[config.mk]
export PLATFORM = sky130hd
export DESIGN_NAME = ahb_lite_cmd_master_flat
export DESIGN_NICKNAME = d
export VERILOG_FILES = /design/src/rtl/ahb_lite_cmd_master_if.sv /design/src/rtl/ahb_lite_cmd_master.sv /design/src/flat_wrapper.sv
export SDC_FILE = /design/constraint.sdc
export NUM_CORES = 1
export LEC_CHECK = 0
export ABC_AREA = 1
export CORE_MARGIN = 3
export CORE_UTILIZATION = 47
export DETAILED_ROUTE_END_ITERATION = 6
export PLACE_DENSITY = 0.82
export SLEW_MARGIN = 20
export SYNTH_ARGS = -nofsm -noshare
export SYNTH_HDL_FRONTEND = slang
export SYNTH_SLANG_ARGS = --single-unit
[constraint.sdc]
create_clock -name HCLK -period 2.19 [get_ports HCLK]
set_clock_uncertainty 0.2 [all_clocks]
set_input_delay 0.438 -clock HCLK [delete_from_list [all_inputs] [get_ports HCLK]]
set_output_delay 0.438 -clock HCLK [all_outputs]
set_load 0.05 [all_outputs]
[src/rtl/ahb_lite_cmd_master_if.sv]
// Command/response and AHB-Lite bus bundle for ahb_lite_cmd_master.
// The master modport is the initiator view; the slave modport is the environment view.
interface ahb_lite_cmd_master_if;
    logic        cmd_valid;
    logic        cmd_ready;
    logic        cmd_write;
    logic [31:0] cmd_addr;
    logic [31:0] cmd_wdata;
    logic        rsp_valid;
    logic [31:0] rsp_rdata;
    logic        rsp_err;
    logic        rsp_timeout;
    logic [31:0] HADDR;
    logic [1:0]  HTRANS;
    logic        HWRITE;
    logic [2:0]  HSIZE;
    logic [31:0] HWDATA;
    logic [31:0] HRDATA;
    logic        HREADY;
    logic        HRESP;

    modport master (
        input  cmd_valid, cmd_write, cmd_addr, cmd_wdata, HRDATA, HREADY, HRESP,
        output cmd_ready, rsp_valid, rsp_rdata, rsp_err, rsp_timeout,
               HADDR, HTRANS, HWRITE, HSIZE, HWDATA
    );

    modport slave (
        output cmd_valid, cmd_write, cmd_addr, cmd_wdata, HRDATA, HREADY, HRESP,
        input  cmd_ready, rsp_valid, rsp_rdata, rsp_err, rsp_timeout,
               HADDR, HTRANS, HWRITE, HSIZE, HWDATA
    );
endinterface

[src/rtl/ahb_lite_cmd_master.sv]
// AHB-Lite single-transfer initiator: valid/ready command in, NONSEQ word transfer out, one-cycle response.
// Optional wait-state abort enabled by defining AHBM_TIMEOUT_EN.
module ahb_lite_cmd_master #(
    parameter int TIMEOUT_CYCLES = 16
) (
    input  logic                   HCLK,
    input  logic                   HRESETn,
    ahb_lite_cmd_master_if.master  bus
);
    typedef enum logic [1:0] {S_IDLE, S_ADDR, S_DATA} state_t;

    if (TIMEOUT_CYCLES < 1 || TIMEOUT_CYCLES > 255) begin : g_bad_timeout
        $error("TIMEOUT_CYCLES must be within 1..255");
    end

    state_t      state_q, state_d;
    logic [31:0] haddr_q, haddr_d;
    logic [1:0]  htrans_q, htrans_d;
    logic        hwrite_q, hwrite_d;
    logic [31:0] hwdata_q, hwdata_d;
    logic [31:0] wdata_q, wdata_d;
    logic        err_q, err_d;
    logic        rsp_valid_q, rsp_valid_d;
    logic [31:0] rsp_rdata_q, rsp_rdata_d;
    logic        rsp_err_q, rsp_err_d;
`ifdef AHBM_TIMEOUT_EN
    logic        rsp_timeout_q, rsp_timeout_d;
    logic [7:0]  wait_cnt_q, wait_cnt_d;
`endif

    always_comb begin
        state_d     = state_q;
        haddr_d     = haddr_q;
        htrans_d    = htrans_q;
        hwrite_d    = hwrite_q;
        hwdata_d    = hwdata_q;
        wdata_d     = wdata_q;
        err_d       = err_q;
        rsp_valid_d = 1'b0;
        rsp_rdata_d = rsp_rdata_q;
        rsp_err_d   = rsp_err_q;
`ifdef AHBM_TIMEOUT_EN
        rsp_timeout_d = rsp_timeout_q;
        wait_cnt_d    = 8'd0;
`endif
        case (state_q)
            S_IDLE: begin
                if (bus.cmd_valid) begin
                    state_d  = S_ADDR;
                    htrans_d = 2'b10;
                    haddr_d  = {bus.cmd_addr[31:2], 2'b00};
                    hwrite_d = bus.cmd_write;
                    wdata_d  = bus.cmd_wdata;
                    err_d    = 1'b0;
                end
            end
            S_ADDR: begin
                if (bus.HREADY) begin
                    state_d  = S_DATA;
                    htrans_d = 2'b00;
                    hwdata_d = hwrite_q ? wdata_q : 32'd0;
                end
            end
            S_DATA: begin
                // First cycle of a two-cycle ERROR arrives with HREADY low; remember it.
                if (bus.HRESP) err_d = 1'b1;
                if (bus.HREADY) begin
                    state_d     = S_IDLE;
                    rsp_valid_d = 1'b1;
                    rsp_err_d   = err_q | bus.HRESP;
                    rsp_rdata_d = (!hwrite_q && !(err_q | bus.HRESP)) ? bus.HRDATA : 32'd0;
`ifdef AHBM_TIMEOUT_EN
                    rsp_timeout_d = 1'b0;
`endif
                end
            end
            default: state_d = S_IDLE;
        endcase
`ifdef AHBM_TIMEOUT_EN
        // Abort overrides everything once the stall reaches the limit.
        if ((state_q == S_ADDR || state_q == S_DATA) && !bus.HREADY) begin
            wait_cnt_d = wait_cnt_q + 8'd1;
            if (wait_cnt_d == 8'(TIMEOUT_CYCLES)) begin
                state_d       = S_IDLE;
                htrans_d      = 2'b00;
                rsp_valid_d   = 1'b1;
                rsp_err_d     = 1'b1;
                rsp_timeout_d = 1'b1;
                rsp_rdata_d   = 32'd0;
                wait_cnt_d    = 8'd0;
            end
        end
`endif
    end

    always_ff @(posedge HCLK or negedge HRESETn) begin
        if (!HRESETn) begin
            state_q     <= S_IDLE;
            haddr_q     <= 32'd0;
            htrans_q    <= 2'b00;
            hwrite_q    <= 1'b0;
            hwdata_q    <= 32'd0;
            wdata_q     <= 32'd0;
            err_q       <= 1'b0;
            rsp_valid_q <= 1'b0;
            rsp_rdata_q <= 32'd0;
            rsp_err_q   <= 1'b0;
        end else begin
            state_q     <= state_d;
            haddr_q     <= haddr_d;
            htrans_q    <= htrans_d;
            hwrite_q    <= hwrite_d;
            hwdata_q    <= hwdata_d;
            wdata_q     <= wdata_d;
            err_q       <= err_d;
            rsp_valid_q <= rsp_valid_d;
            rsp_rdata_q <= rsp_rdata_d;
            rsp_err_q   <= rsp_err_d;
        end
    end

`ifdef AHBM_TIMEOUT_EN
    always_ff @(posedge HCLK or negedge HRESETn) begin
        if (!HRESETn) begin
            rsp_timeout_q <= 1'b0;
            wait_cnt_q    <= 8'd0;
        end else begin
            rsp_timeout_q <= rsp_timeout_d;
            wait_cnt_q    <= wait_cnt_d;
        end
    end
    assign bus.rsp_timeout = rsp_timeout_q;
`else
    assign bus.rsp_timeout = 1'b0;
`endif

    assign bus.cmd_ready = (state_q == S_IDLE);
    assign bus.rsp_valid = rsp_valid_q;
    assign bus.rsp_rdata = rsp_rdata_q;
    assign bus.rsp_err   = rsp_err_q;
    assign bus.HADDR     = haddr_q;
    assign bus.HTRANS    = htrans_q;
    assign bus.HWRITE    = hwrite_q;
    assign bus.HSIZE     = 3'b010;
    assign bus.HWDATA    = hwdata_q;
endmodule

[src/flat_wrapper.sv]
// flat-port wrapper written by rule: the top's interface ports become plain ports
module ahb_lite_cmd_master_flat 
#(
    parameter int TIMEOUT_CYCLES = 16
)
  (HCLK, HRESETn, bus_cmd_valid, bus_cmd_write, bus_cmd_addr, bus_cmd_wdata, bus_HRDATA, bus_HREADY, bus_HRESP, bus_cmd_ready, bus_rsp_valid, bus_rsp_rdata, bus_rsp_err, bus_rsp_timeout, bus_HADDR, bus_HTRANS, bus_HWRITE, bus_HSIZE, bus_HWDATA);
  ahb_lite_cmd_master_if bus_i ();
  input  logic HCLK;
  input  logic HRESETn;
  input wire logic [$bits(bus_i.cmd_valid)-1:0] bus_cmd_valid;
  input wire logic [$bits(bus_i.cmd_write)-1:0] bus_cmd_write;
  input wire logic [$bits(bus_i.cmd_addr)-1:0] bus_cmd_addr;
  input wire logic [$bits(bus_i.cmd_wdata)-1:0] bus_cmd_wdata;
  input wire logic [$bits(bus_i.HRDATA)-1:0] bus_HRDATA;
  input wire logic [$bits(bus_i.HREADY)-1:0] bus_HREADY;
  input wire logic [$bits(bus_i.HRESP)-1:0] bus_HRESP;
  output wire logic [$bits(bus_i.cmd_ready)-1:0] bus_cmd_ready;
  output wire logic [$bits(bus_i.rsp_valid)-1:0] bus_rsp_valid;
  output wire logic [$bits(bus_i.rsp_rdata)-1:0] bus_rsp_rdata;
  output wire logic [$bits(bus_i.rsp_err)-1:0] bus_rsp_err;
  output wire logic [$bits(bus_i.rsp_timeout)-1:0] bus_rsp_timeout;
  output wire logic [$bits(bus_i.HADDR)-1:0] bus_HADDR;
  output wire logic [$bits(bus_i.HTRANS)-1:0] bus_HTRANS;
  output wire logic [$bits(bus_i.HWRITE)-1:0] bus_HWRITE;
  output wire logic [$bits(bus_i.HSIZE)-1:0] bus_HSIZE;
  output wire logic [$bits(bus_i.HWDATA)-1:0] bus_HWDATA;
  assign bus_i.cmd_valid = bus_cmd_valid;
  assign bus_i.cmd_write = bus_cmd_write;
  assign bus_i.cmd_addr = bus_cmd_addr;
  assign bus_i.cmd_wdata = bus_cmd_wdata;
  assign bus_i.HRDATA = bus_HRDATA;
  assign bus_i.HREADY = bus_HREADY;
  assign bus_i.HRESP = bus_HRESP;
  assign bus_cmd_ready = bus_i.cmd_ready;
  assign bus_rsp_valid = bus_i.rsp_valid;
  assign bus_rsp_rdata = bus_i.rsp_rdata;
  assign bus_rsp_err = bus_i.rsp_err;
  assign bus_rsp_timeout = bus_i.rsp_timeout;
  assign bus_HADDR = bus_i.HADDR;
  assign bus_HTRANS = bus_i.HTRANS;
  assign bus_HWRITE = bus_i.HWRITE;
  assign bus_HSIZE = bus_i.HSIZE;
  assign bus_HWDATA = bus_i.HWDATA;
  ahb_lite_cmd_master #(.TIMEOUT_CYCLES(TIMEOUT_CYCLES)) u_core (.HCLK(HCLK), .HRESETn(HRESETn), .bus(bus_i));
endmodule
==> parameters.txt <==
Parameter                              Value

Status
  Run status    finished, final reports clean

Run
  MaxCap Viol Count    0

CTS
  Clock Tree Buf Depth    2
  Root cell of the clock tree    sky130_fd_sc_hd__clkbuf_16
  CTS clock-pin slew for the worst setup and hold paths    0.06 ns
  Clock latency on the worst-skew pair    0.41 ns
  Clock H-tree levels    4
  Num Clock Sinks    133
  Buffers inserted during post-CTS setup optimization    0
  TritonCTS clock tree    built
  CTS buffer count    17

Worst setup path
  Number of buffers and inverters on the critical path    1
  Crit-path max cell delay    0.58 ns
  Largest driver fanout on the critical path    2
  Critical-path cell with the highest stage delay    sky130_fd_sc_hd__dlygate4sd2_1
  CP Cell Sequence    dlygate4sd2_1
  Setup CP Type    register to primary output
  Worst reg2reg startpoint    u_core.state_q[1]
  Crit path capture type    primary output
  Kind of launch point of the worst setup path    register
  Data required time of the critical path    1.55 ns
  Cell class contributing the biggest share of worst-path delay    buffers and inverters
  First element of the critical path    u_core.bus.rsp_rdata[31]
  CP Data Arrival Time    1.36 ns

Floorplan
  Die outline area    12660 um2
  Core area    10980 um2
  I/O pin count    208
  Count of standard-cell rows    38
  Die Ht    112.5 um
  Die extent in x    112.5 um
  Initial core utilization    48.55%

Yosys
  Biggest area contributors in the synthesized netlist    sky130_fd_sc_hd__dfrtp_1 (62%), sky130_fd_sc_hd__nand2_1 (21%), sky130_fd_sc_hd__o21ai_1 (4.9%)
  Cell area after synthesis    5333 um2
  Register bit count reported by yosys    133
  Portion of synthesized cell area occupied by the leading cell type    62.41%
  Average instance area after synthesis    9.194 um2
  Sequential element share of the synthesized area    62.41%
  Warnings, synthesis    0
  Library cell occupying the most area in the post-synthesis netlist    sky130_fd_sc_hd__dfrtp_1
  Gate count after technology mapping    580
  Distinct cells, synth    18

Global route
  Total global routing track utilization    23.11%
  Global route total overflow    0
  Initial antenna violation count    0
  Pin count of the biggest net entering global routing    68
  Global-route wire length before repair    23.41 mm
  Vias in the first global route    4798

Placement
  Post-placement setup slack    0.3173 ns
  Final Wtd Congestion    0.7888
  Count of input and output buffers    198
  Placed instance count    892
  HPWL after DPL    9.622 mm

Detailed routing
  Number of nets with antenna violations after detailed routing    0
  Via-to-Cell Ratio    4.960
  Vias after detailed routing    4588
  Number of detailed-routing iterations run before antenna repair    6
  Detailed-route DRC error count    0
  Mean routed wirelength per cell    15.40 um
  Routed wire length    14.24 mm
  Violation count after the first detailed-route iteration    302

Timing
  Transition time at the pin with the least slew margin    0.5704 ns
  Hold Violations, Final    0
  RSZ-0062 raised after global routing    false
  Hold slack    0.2683 ns
  Smallest setup slack after layout    0.1908 ns
  Setup-failing EPs final    0
  Final sum of negative setup slack    0 ns
  Count of final max-slew check failures    0
  Minimum period implied by the final worst setup slack    1.999 ns
  Achievable clock frequency    0.5002 GHz
  Share of the clock period used by the worst path after layout    91.29%
  Worst max-slew margin expressed relative to the limit    61.92%

Power and ir drop
  Maximum vdd drop    1.181 mV
  Leakage    4.051 nW
  Total power density per cell area    1668 nW/um2

Cells and area
  Final layout net count    874
  Share of post-route cells with drive strength above 1    10.83%
  Most frequent cells in the layout    sky130_fd_sc_hd__nand2_1 (291), sky130_fd_sc_hd__dfrtp_1 (133), sky130_fd_sc_hd__clkdlybuf4s50_1 (98)
  Antenna cell count    0
  Most common library cell in the layout ignoring fill and taps    sky130_fd_sc_hd__nand2_1
  Synth-to-Final Area Change    47.82%
  Post-layout instance count excluding filler cells    925

Worst hold path
  Type of the worst min-delay path    input pin to asynchronous set/reset pin
## cell families (layout without fill, tap and decap cells)
kind of cell	Yosys count	count (layout)	share of synthesized area, %
AOI/OAI and AO/OA	67	67	7.109
buffers and inverters	48	248	6.124
DFF	133	133	62.41
other	2	7	0.1408
and+or+nand+nor	330	330	24.21
## routing by layer
| metal | share of wire (%) | vias to the layer above | global-route usage [%] |
|---|---|---|---|
| met3 | 6.1 | 31 | 7.116 |
| met1 | 40 | 2201 | 26.75 |
| met2 | 51 | 159 | 39.37 |
| met5 | 0 | - | 0 |
| met4 | 3.2 | 0 | 10.66 |
| li1 | - | 2197 | - |
## path summary, 6_finish.rpt
path                                        end  slack [ns]  cells past startpoint
min reg2reg                u_core.bus.HADDR[28]        0.27                      2
min in group HCLK          u_core.bus.HADDR[28]        0.27                      2
min                           u_core.wdata_q[4]        0.27                      2
max in group asynchronous    u_core.wdata_q[28]        0.92                      3
max reg2reg                  u_core.wdata_q[22]        0.57                      6
max                           bus_rsp_rdata[31]        0.19                      1
## stage by stage
step           power, mW  utilization [%]  instance area [um2]
4_1_cts            13.25            71.75                 7880
2_1_floorplan      8.383                -                 5351
3_3_place_gp       10.39            66.78                 7335
6_report           13.15            71.77                 7883
3_5_place_dp       10.58            66.78                 7335
5_1_grt            13.85            71.77                 7883
## registers in the layout, summed over array words and instances (netlist names)
register / count
u_core.wdata_q: 32
u_core.bus.rsp_err: 1
u_core.err_q: 1
u_core.bus.rsp_valid: 1
u_core.bus.rsp_rdata: 32
u_core.bus.HWDATA: 32
u_core.bus.HADDR: 30
u_core.bus.HWRITE: 1
u_core.bus.HTRANS: 1
u_core.state_q: 2
## synth_stat cells, drive strengths merged
master and n:
dfrtp 133, o31ai 1, nor2 3, o21ai 66, buf 36, nand3 34
clkbuf 8, conb 2, inv 4, nand2 293
## cell type report
class	count	area [um2]
Clock inverter	13	180.2
Multi-Input combinational cell	404	1702
Clock buffer	19	452.9
Inverter	4	15.01
Timing Repair Buffer	212	2029
Tap cell	140	175.2
Fill cell	829	3100
Sequential cell	133	3328
## report_power, final
group / internal [mW] / total [mW] / switching (mW)
Clock: 1.96 / 3.01 / 1.05
Sequential: 3.49 / 4.04 / 0.557
Combinational: 1.65 / 6.09 / 4.44
## timing repair
item,4_1_cts,5_1_grt
gates resized for setup,78,1
hold buffers,1,0
hold endpoints to repair,20,0
cloned,0,0
setup endpoints to repair,78,1
Note: power is estimated with default switching activity, not from simulation.
